===== src/rtl/gate_pkg.sv =====
// Shared MODE encoding for the gate array pipeline.
package gate_pkg;

  localparam int MODE_W = 3;

  localparam logic [MODE_W-1:0] MODE_AND  = 3'd0;
  localparam logic [MODE_W-1:0] MODE_OR   = 3'd1;
  localparam logic [MODE_W-1:0] MODE_XOR  = 3'd2;
  localparam logic [MODE_W-1:0] MODE_NAND = 3'd3;
  localparam logic [MODE_W-1:0] MODE_NOR  = 3'd4;
  localparam logic [MODE_W-1:0] MODE_XNOR = 3'd5;

endpackage


===== src/rtl/gate_array_pipe_if.sv =====
// Operand/result handshake bundle for gate_array_pipe.
interface gate_array_pipe_if #(
  parameter int WIDTH = 8,
  parameter int N_IN  = 2,
  parameter int CNT_W = 16
) ();

  logic [N_IN*WIDTH-1:0]      a;
  logic [gate_pkg::MODE_W-1:0] mode;
  logic                       in_valid;
  logic                       in_ready;
  logic [WIDTH-1:0]           y;
  logic                       illegal;
  logic                       out_valid;
  logic                       out_ready;
  logic [CNT_W-1:0]           count;

  modport master (
    output a, mode, in_valid, out_ready,
    input  in_ready, y, illegal, out_valid, count
  );

  modport slave (
    input  a, mode, in_valid, out_ready,
    output in_ready, y, illegal, out_valid, count
  );

endinterface


===== src/rtl/gate_pipe_stage.sv =====
// One valid/ready register slice; loads when empty or when its content leaves this cycle.
module gate_pipe_stage #(
  parameter int W = 8
) (
  input  logic         clk,
  input  logic         rst,
  input  logic         in_valid,
  input  logic [W-1:0] in_data,
  output logic         in_ready,
  output logic         out_valid,
  output logic [W-1:0] out_data,
  input  logic         out_ready
);

  assign in_ready = !out_valid || out_ready;

  always_ff @(posedge clk or posedge rst) begin
    if (rst) begin
      out_valid <= 1'b0;
      out_data  <= '0;
    end else if (in_ready) begin
      out_valid <= in_valid;
      if (in_valid) out_data <= in_data;
    end
  end

endmodule


===== src/rtl/gate_array_pipe.sv =====
// Two-stage pipelined N_IN-way bitwise reducer with a delivered-result counter.
module gate_array_pipe
  import gate_pkg::*;
#(
  parameter int WIDTH = 8,
  parameter int N_IN  = 2,
  parameter int CNT_W = 16
) (
  input logic clk,
  input logic rst,
  gate_array_pipe_if.slave bus
);

  localparam int S1_W = MODE_W + N_IN*WIDTH;
  localparam int S2_W = WIDTH + 1;

  logic              s1_valid;
  logic              s1_ready;
  logic [S1_W-1:0]   s1_data;
  logic [MODE_W-1:0] s1_mode;
  logic [N_IN*WIDTH-1:0] s1_a;
  logic [S2_W-1:0]   s2_data;
  logic [WIDTH-1:0]  and_r, or_r, xor_r, red_y;
  logic              red_illegal;
  logic [CNT_W-1:0]  cnt;

  gate_pipe_stage #(.W(S1_W)) u_s1 (
    .clk       (clk),
    .rst       (rst),
    .in_valid  (bus.in_valid),
    .in_data   ({bus.mode, bus.a}),
    .in_ready  (bus.in_ready),
    .out_valid (s1_valid),
    .out_data  (s1_data),
    .out_ready (s1_ready)
  );

  assign s1_mode = s1_data[S1_W-1 -: MODE_W];
  assign s1_a    = s1_data[N_IN*WIDTH-1:0];

  // Full N-way folds first; the inverted modes complement the whole fold.
  always_comb begin
    and_r       = '1;
    or_r        = '0;
    xor_r       = '0;
    red_y       = '0;
    red_illegal = 1'b0;
    for (int k = 0; k < N_IN; k++) begin
      and_r = and_r & s1_a[k*WIDTH +: WIDTH];
      or_r  = or_r  | s1_a[k*WIDTH +: WIDTH];
      xor_r = xor_r ^ s1_a[k*WIDTH +: WIDTH];
    end
    case (s1_mode)
      MODE_AND:  red_y = and_r;
      MODE_OR:   red_y = or_r;
      MODE_XOR:  red_y = xor_r;
      MODE_NAND: red_y = ~and_r;
      MODE_NOR:  red_y = ~or_r;
      MODE_XNOR: red_y = ~xor_r;
      default:   red_illegal = 1'b1;
    endcase
  end

  gate_pipe_stage #(.W(S2_W)) u_s2 (
    .clk       (clk),
    .rst       (rst),
    .in_valid  (s1_valid),
    .in_data   ({red_illegal, red_y}),
    .in_ready  (s1_ready),
    .out_valid (bus.out_valid),
    .out_data  (s2_data),
    .out_ready (bus.out_ready)
  );

  assign bus.y       = s2_data[WIDTH-1:0];
  assign bus.illegal = s2_data[WIDTH];

  always_ff @(posedge clk or posedge rst) begin
    if (rst) begin
      cnt <= '0;
    end else if (bus.out_valid && bus.out_ready) begin
      cnt <= cnt + CNT_W'(1);
    end
  end

  assign bus.count = cnt;

endmodule

===== src/flat_wrapper.sv =====
// flat-port wrapper written by rule: the top's interface ports become plain ports
module gate_array_pipe_flat import gate_pkg::*;
#(
  parameter int WIDTH = 8,
  parameter int N_IN  = 2,
  parameter int CNT_W = 16
)
  (clk, rst, bus_a, bus_mode, bus_in_valid, bus_out_ready, bus_in_ready, bus_y, bus_illegal, bus_out_valid, bus_count);
  gate_array_pipe_if #(.WIDTH(WIDTH), .N_IN(N_IN), .CNT_W(CNT_W)) bus_i ();
  input logic clk;
  input logic rst;
  input wire logic [$bits(bus_i.a)-1:0] bus_a;
  input wire logic [$bits(bus_i.mode)-1:0] bus_mode;
  input wire logic [$bits(bus_i.in_valid)-1:0] bus_in_valid;
  input wire logic [$bits(bus_i.out_ready)-1:0] bus_out_ready;
  output wire logic [$bits(bus_i.in_ready)-1:0] bus_in_ready;
  output wire logic [$bits(bus_i.y)-1:0] bus_y;
  output wire logic [$bits(bus_i.illegal)-1:0] bus_illegal;
  output wire logic [$bits(bus_i.out_valid)-1:0] bus_out_valid;
  output wire logic [$bits(bus_i.count)-1:0] bus_count;
  assign bus_i.a = bus_a;
  assign bus_i.mode = bus_mode;
  assign bus_i.in_valid = bus_in_valid;
  assign bus_i.out_ready = bus_out_ready;
  assign bus_in_ready = bus_i.in_ready;
  assign bus_y = bus_i.y;
  assign bus_illegal = bus_i.illegal;
  assign bus_out_valid = bus_i.out_valid;
  assign bus_count = bus_i.count;
  gate_array_pipe #(.WIDTH(WIDTH), .N_IN(N_IN), .CNT_W(CNT_W)) u_core (.clk(clk), .rst(rst), .bus(bus_i));
endmodule

===== config.mk =====
export PLATFORM = sky130hd
export DESIGN_NAME = gate_array_pipe_flat
export DESIGN_NICKNAME = d
export VERILOG_FILES = /design/src/rtl/gate_pkg.sv /design/src/rtl/gate_array_pipe_if.sv /design/src/rtl/gate_pipe_stage.sv /design/src/rtl/gate_array_pipe.sv /design/src/flat_wrapper.sv
export SDC_FILE = /design/constraint.sdc
export NUM_CORES = 1
export LEC_CHECK = 0
export CORE_ASPECT_RATIO = 1.5
export CORE_MARGIN = 2
export CORE_UTILIZATION = 46
export DETAILED_ROUTE_END_ITERATION = 10
export PLACE_DENSITY = 0.72
export SLEW_MARGIN = 25
export SYNTH_ARGS = -nofsm -noshare
export SYNTH_HDL_FRONTEND = slang
export SYNTH_HIERARCHICAL = 1
export SYNTH_SLANG_ARGS = --single-unit

===== constraint.sdc =====
create_clock -name clk -period 1.9 [get_ports clk]
set_input_delay 0.38 -clock clk [delete_from_list [all_inputs] [get_ports clk]]
set_output_delay 0.38 -clock clk [all_outputs]
set_load 0.005 [all_outputs]

=== Yosys cells after proc, flatten, opt, wreduce, memory -nomap -nowiden ===
Cells that the tools add are included.

* Register bits: 46
* Input bits: 23
* Word-level logic and storage cells: 28
* Output and inout port bits: 27

* Bitwise operators: 6
* Reduce and logical (&&, ||, !) cells: 9
* Add/sub/neg operators: 1
* Mux-type cells: 2
* Equal/unequal tests: 5

{| class="wikitable"
|+ Operators with widths
! cell !! count
|-
| case mux 8 bit (6 select lines) || 1
|-
| inverter 8 bit || 3
|-
| adder 16 x 1 -> 16 bit, second input constant || 1
|-
| bitwise AND 8 bit || 1
|-
| OR 8 bit || 1
|-
| bitwise XOR 8 bit || 1
|-
| == test 3 x 2 -> 1 bit, second input constant || 2
|-
| == test 3 bit, second input constant || 2
|-
| OR reduction 6 bit || 1
|-
| AND reduction 2 bit || 2
|-
| == test 3 x 1 -> 1 bit, second input constant || 1
|-
| zero test 3 bit || 1
|-
| zero test 1 bit || 2
|-
| logical OR 1 bit || 2
|-
| logical AND 1 bit || 1
|-
| two-way mux 1 bit || 1
|}

=== Longest topological paths before layout ===
Gate-level depths: netlist of the first run.

* Depth after elaboration: 4
* Gate-level depth with buffers: 7
* Gate-level depth less buffers: 7

=== Hierarchy ===
Netlist of the first run, hierarchy kept.

{| class="wikitable"
|+ By module, submodules not included
! module !! instances !! area each (um2) !! cells each
|-
| gate_array_pipe || 1 || 1,397.6 || 172
|-
| gate_pipe_stage (u_core.u_s1) || 1 || 798.3 || 44
|-
| gate_pipe_stage (u_core.u_s2) || 1 || 429.2 || 23
|}

=== Least setup slack after synthesis of the first run ===
OpenSTA, ideal clock, no wires.

* Path type: input -> register
* From: input bus_out_ready
* To: register u_core.u_s1.out_data[10]
* Slack: 0.472 ns
* Setup time: 0.125 ns
* Required time: 1.775 ns
* Stages on the path: 5
* Arrival: 1.303 ns
* Path through: nand2b_4 nand2b_4 nand2_4 buf_6 mux2_4

* Word-level cells in the longest chain between the ends: 3

{| class="wikitable"
|+ Ends and longest elaborated chain
! item !! line !! RTL
|-
| from (decl) || flat_wrapper.sv:15 || <nowiki>input wire logic [$bits(bus_i.out_ready)-1:0] bus_out_ready;</nowiki>
|-
| logical OR 1 bit (2 in series) || gate_pipe_stage.sv:15 || <nowiki>assign in_ready = !out_valid || out_ready;</nowiki>
|-
| via bus_in_ready || flat_wrapper.sv:16 || <nowiki>output wire logic [$bits(bus_i.in_ready)-1:0] bus_in_ready;</nowiki>
|-
| AND reduction 2 bit (no source line) || n/a ||
|-
| to (signal assigned) || gate_pipe_stage.sv:23 || <nowiki>if (in_valid) out_data <= in_data;</nowiki>
|-
| to (decl) || gate_pipe_stage.sv:11 || <nowiki>output logic [W-1:0] out_data,</nowiki>
|}

The timed path passes the listed nets, and every way through them passes these cells.
A chain may end at the register's enable or synchronous reset.

=== Worst setup path in the final report of the first run ===
* From: input bus_out_ready
* To: output bus_in_ready

* Word-level cells in the longest chain between the ends: 2

{| class="wikitable"
|+ Ends and longest elaborated chain
! item !! line !! RTL
|-
| logical OR 1 bit || gate_pipe_stage.sv:15 ||
|-
| via u_core.s1_ready || gate_array_pipe.sv:18 || <nowiki>logic s1_ready;</nowiki>
|-
| logical OR 1 bit || gate_pipe_stage.sv:15 ||
|-
| to (decl) || flat_wrapper.sv:16 ||
|}

The timed path passes the listed nets, and every way through them passes these cells.

==> results.yml, run 1 <==
floorplanning:
  start_util_pct: 47.8
  core.rowCount: 33
  core-area_sq_mm: 0.00549
  ioPinCount: 50
  die-area_sq_mm: 0.00634
  die_h_um: 96.5
  die_width_um: 65.7
pwr:
  power_leakage_nw: 1.55
  p_total_mw: 3.15
  ir_worst_vdd_mv: 0.461
  power_density_mw_per_mm2: 953
setup_path:
  slowest_stage: "clkdlybuf4s50_1"
  worstSetupEndpointType: "primary output"
  cp.required_ns: 1.52
  max_stage_delay_ns: 0.42
  critPathLaunchType: "primary input"
  crit_arrival_ns: 1.34
  cp_cell_sequence: "clkdlybuf4s50_1 > nand2b_4 > nand2b_4 > dlygate4sd2_1"
  worstPathMaxFanout: 2
  ff2ff_path_depth: 5
  cpMostUsedCell: "nand2b_4"
  crit_type: "primary input to primary output"
  reg2reg_setup_slack_ns: 0.26
finish:
  syn_to_final_growth_pct: 25.9
  layout.nets: 336
  mostFrequentLayoutCell: "clkdlybuf4s50_1"
  final_cell_mix: "clkdlybuf4s50_1 (48), dfrtp_1 (46), inv_1 (23), mux2_4 (19)"
  diodes: 0
  fin_cells: 367
  num-fill-cells: 452
  post-route-util_pct: 60.2
  layout-drive-gt1-share_pct: 18.5
  fin_area_sq_mm: 0.00330
synth:
  synth_area_per_cell_sq_um: 11.0
  ys_top_cells_by_area: "dfrtp_1 (44%), mux2_4 (11%), ha_1 (8.1%)"
  ys_ff_latch: 46
  synth_area_sq_mm: 0.00263
  synth_edf_count: 0
  ys_types: 33
  yosys.area.top_type: "dfrtp_1"
  ys_seq_area_share_pct: 43.9
  synthCells: 239
  yosysWarnings: 6
  syn-num-nets: 279
  synthFlopType: "dfrtp_1"
  synth_top_area_share_pct: 43.9
  async_flop_share_pct: 100
timing:
  hold_violations: 0
  rsz0062_at_grt: "false"
  worstMarginPinSlew_ns: 0.596
  finalCriticalPeriod_ns: 1.72
  fin_setup_tns_ns: 0
  finalSetupViolations: 0
  clock_skew_ns: 0.00972
  finalCritPeriodShare_pct: 90.4
  clock.fmax_mhz: 582
  report.final.slew_viol_count: 0
  slew_headroom_pct: 60.2
clock_tree:
  cts_hold_buf: 0
  cts_buffers: 5
  worstSkewPairLatency_ns: 0.30
  cts_buffer_depth: 2
  cts_root_buffer: "clkbuf_8"
  cts.clk_slew.worst_paths_ns: 0.09
  cts_tree: "done"
  cts.htree.levels: 2
  clkSinkCount: 46
  post_cts_buffers: 0
place:
  hpwl_um: 3690
  placedCellCount: 359
  place_congestion: 0.786
  postPlaceCellArea_sq_mm: 0.00322
  portBuffers: 49
routing:
  vias_per_cell: 5.06
  drtIter0Drc: 77
  wire_per_inst_um: 12.6
  wirelength_um: 4630
  dr_total_vias: 1856
  firstDrtPassIters: 4
  drc: 0
  ant_nets: 0
global_routing:
  track_usage_pct: 16.1
  overflow: 0
  grt_pass1_wl_um: 7920
  grt_start_max_net_pins: 22
  grt_pass1_vias: 1812
  grt_antenna_before_repair: 0
flow_run:
  drv_cap: 0
outcome:
  status: "finished clean"
min_path:
  hp-class: "primary input to async pin"
## worst paths after layout
path,startpoint,to
worst max-delay path,bus_out_ready,bus_in_ready
worst min-delay path,rst,u_core/u_s2/out_data[2]
worst max register to register,u_core/u_s1/out_data[17],u_core/u_s2/out_data[1]
worst min register to register,u_core/bus.count[15],u_core/bus.count[15]
max in group asynchronous,rst,u_core/bus.count[10]
min in group clk,u_core/bus.count[15],u_core/bus.count[15]
## registers in the layout, indices dropped and copies added (netlist names)
signal / cells
u_core/bus.count: 16
u_core/u_s1/out_data: 19
u_core/u_s2/out_data: 9
u_core/u_s1/out_valid: 1
u_core/u_s2/out_valid: 1
## stage by stage
stage / setup WS [ns] / hold WS [ns]
finish: 0.183 / 0.422
global placement: -0.0736 / 0.463
floorplan: 0.472 / 0.220
detailed placement: -0.0933 / 0.481
global route: 0.146 / 0.494
CTS: 0.174 / 0.427
## per-layer routing
layer	vias to the layer above	share of wire (%)	global-route usage, %	routed length, um
met3	7	3.3	2.90	152
met5	-	0	0	0
met2	42	55	30.1	2560
li1	921	-	-	-
met1	886	40	17.5	1840
met4	0	1.6	6.94	76
## where the power goes
| group | total [mW] | internal, mW | switching, mW |
|---|---|---|---|
| Clock | 0.597 | 0.259 | 0.338 |
| Combinational | 1.14 | 0.712 | 0.427 |
| Sequential | 1.41 | 1.18 | 0.231 |
## worst max-delay path, delay by kind of cell
family	cells	cell delay, ns
buffers and inverters	2	0.68
AND/OR/NAND/NOR	2	0.28
## cell type report
type | count | area (sq um) | area share (%)
clock inverters | 3 | 21.3 | 0.644
clock buffers | 5 | 68.8 | 2.08
well taps | 70 | 87.6 | 2.65
multi-input cells | 161 | 1330 | 40.2
inverters | 24 | 90.1 | 2.73
repair buffers | 58 | 557 | 16.8
flip-flops and latches | 46 | 1150 | 34.8
## synthesized netlist by cell type, types with 3 or more instances
master     n
dfrtp_1   46
inv_1     23
mux2_4    19
ha_1      17
nor2_1    17
a21oi_1   13
xnor2_1   12
mux2_2    10
nand2_1   10
o21ai_0    9
nand2b_1   6
nand3_1    6
o22ai_1    6
buf_2      5
mux2i_1    4
nand4_1    4
a211oi_1   3
nor2b_1    3
nor3_1     3
o221ai_1   3
xor2_1     3
## repair_timing
action | 4_1_cts | 5_1_grt
endpoints found under the setup margin | 1 | 0
hold endpoints to repair | 0 | 0
gates resized for setup | 1 | 0
## cells by family after synthesis
group,after synthesis,synth area share [%]
AO/OA/AOI/OAI,36,7.86
XOR/XNOR,15,5.00
adder cells (fa/ha/maj),17,8.10
buffers and inverters,32,5.53
flip-flops,46,43.9
multiplexers,33,16.7
AND/OR/NAND/NOR,60,13.0
Note: power is estimated with default switching activity, not from simulation.
==> inputs of run 2 (changes only) <==
Settings changed: CAP_MARGIN from default to 0, PLACE_DENSITY 0.72 to 0.73.
Clock period 1.9 ns to 2 ns, I/O delays scaled along.
==> run 2 against run 1 <==
Non-clock buffer count shrank 2. Largest power group unchanged. Critical path type unchanged. Sequential share of layout area shrank 0.053 points. First-iteration DRC count decreased by 38%. Register-to-register slack gained 0.11 ns. Highest routed layer unchanged. Clock power up 15%. Worst hold slack better by 0.030 ns. Worst setup slack better by 0.033 ns. Critical path depth is the same. Total power fell by 1.6%. Clock skew decreased by 0.0031 ns.
==> results.yml, run 2 (synthesized netlist as in run 1, its figures left out) <==
setup_path:
  worstPathMaxFanout: 2
  reg2reg_setup_slack_ns: 0.37
  worstReg2RegEnd: "u_core/u_s2/out_data[1]"
  cp.required_ns: 1.60
  crit_arrival_ns: 1.38
  crit_type: "primary input to primary output"
  critPathLaunchType: "primary input"
  critPathCapture: "bus_in_ready"
  rr_startpoint: "u_core/u_s1/out_data[18]"
  ff2ff_path_depth: 5
  startpoint: "bus_out_ready"
  worstSetupEndpointType: "primary output"
global_routing:
  grt.busiest_layer: "met2"
  use_met2_pct: 31.2
  grt_pass1_wl_um: 8010
  grt_start_max_net_pins: 22
  track_usage_pct: 16.5
  met3_usage_pct: 3.36
  use_met1_pct: 17.8
  grt_pass1_vias: 1778
  grt_antenna_before_repair: 0
  overflow: 0
timing:
  report.final.slew_viol_count: 0
  finalCritPeriodShare_pct: 89.2
  finalCriticalPeriod_ns: 1.78
  clock_skew_ns: 0.00658
  slew_headroom_pct: 59.2
  finalSetupViolations: 0
  hold_violations: 0
  setup_slack_ns: 0.215
  rsz0062_at_grt: "false"
  worstMarginPinSlew_ns: 0.611
  clock.fmax_mhz: 560
clock_tree:
  cts_tree: "done"
  worstSkewPairLatency_ns: 0.29
  clkSinkCount: 46
  cts_root_buffer: "clkbuf_8"
  cts_buffer_depth: 2
  cts.htree.levels: 2
  cts.clk_slew.worst_paths_ns: 0.09
  cts_buffers: 5
finish:
  syn_to_final_growth_pct: 26.1
  mostFrequentLayoutCell: "clkdlybuf4s50_1"
  post-route-util_pct: 60.3
  layout.nets: 334
  regMostFlops: "u_core/u_s1/out_data"
  layout-drive-gt1-share_pct: 17.6
  fin_cells: 365
  final_cell_mix: "clkdlybuf4s50_1 (48), dfrtp_1 (46), inv_1 (23), mux2_4 (19)"
  largest_reg_flops: 19
  fin_area_sq_mm: 0.00331
  diodes: 0
place:
  portBuffers: 49
  postPlaceCellArea_sq_mm: 0.00319
  place_congestion: 0.803
  placedCellCount: 356
  hpwl_um: 3700
  pre_cts_ws_ns: -0.104
pwr:
  power_density_mw_per_mm2: 936
  ir_worst_vdd_mv: 0.584
  p_total_mw: 3.10
  power_leakage_nw: 1.55
routing:
  vias_per_cell: 5.04
  dr_total_vias: 1841
  firstDrtPassIters: 4
  wire_per_inst_um: 13.0
  wirelength_um: 4730
  drtIter0Drc: 48
  ant_nets: 0
  drc: 0
floorplanning:
  core.rowCount: 33
  die_h_um: 96.5
  core-area_sq_mm: 0.00549
  ioPinCount: 50
  die_width_um: 65.7
  start_util_pct: 47.8
  die-area_sq_mm: 0.00634
outcome:
  status: "finished clean"
min_path:
  hp-class: "primary input to async pin"
flow_run:
  drv_cap: 0
-- run 2: cell types whose count changed in the layout (fill, tap and decap cells not counted), sizes merged --
| cell | before | now |
|---|---|---|
| bufinv | 0 | 1 |
| clkbuf | 5 | 6 |
| clkinv | 2 | 0 |
| buf | 9 | 7 |
-- run 2: metrics by stage --
step / hold WS [ns] / setup TNS, ns
after global placement: 0.462 / -1.05
after detailed placement: 0.481 / -1.23
after CTS: 0.459 / 0
after global routing: 0.491 / 0
final: 0.452 / 0
after floorplan: 0.240 / 0
-- run 2: worst min-delay path by stage --
stage	depth (start not counted)	end	startpoint	slack, ns
floorplan	1	u_core/u_s2/out_data[0]	rst	0.24
global placement	1	u_core/bus.count[15]	u_core/bus.count[15]	0.46
detailed placement	1	u_core/bus.count[15]	u_core/bus.count[15]	0.48
CTS	2	u_core/u_s2/out_data[4]	rst	0.46
global route	2	u_core/u_s2/out_data[7]	rst	0.49
finish	2	u_core/u_s2/out_data[3]	rst	0.45
-- run 2: area by class of cell --
type	instances	area (sq um)
timing repair buffer	56	542
fill	486	2180
multi-input combinational	161	1330
sequential	46	1150
inverter	24	90.1
clock buffer	6	72.6
clock inverter	2	37.5
tap	70	87.6
-- run 2: critical path: stages --
cell and delay [ns]:
clkdlybuf4s50_1 0.43, nand2b_4 0.15, nand2b_4 0.14, dlygate4sd2_1 0.26
-- run 2: repair_timing --
action                     4_1_cts  5_1_grt
gates resized for setup          1        0
setup endpoints to repair        1        0
buffers inserted                 1        0
hold buffers                     0        0
-- run 2: where the power goes --
part	internal (mW)	total (mW)	switching, mW
logic	0.668	1.07	0.404
clock network	0.373	0.689	0.316
registers	1.12	1.34	0.214
-- run 2: metal layers --
metal,share of wire (%),routed length (um)
met5,0,0
met4,1.8,85
met3,3.8,178
met2,54,2540
met1,41,1930
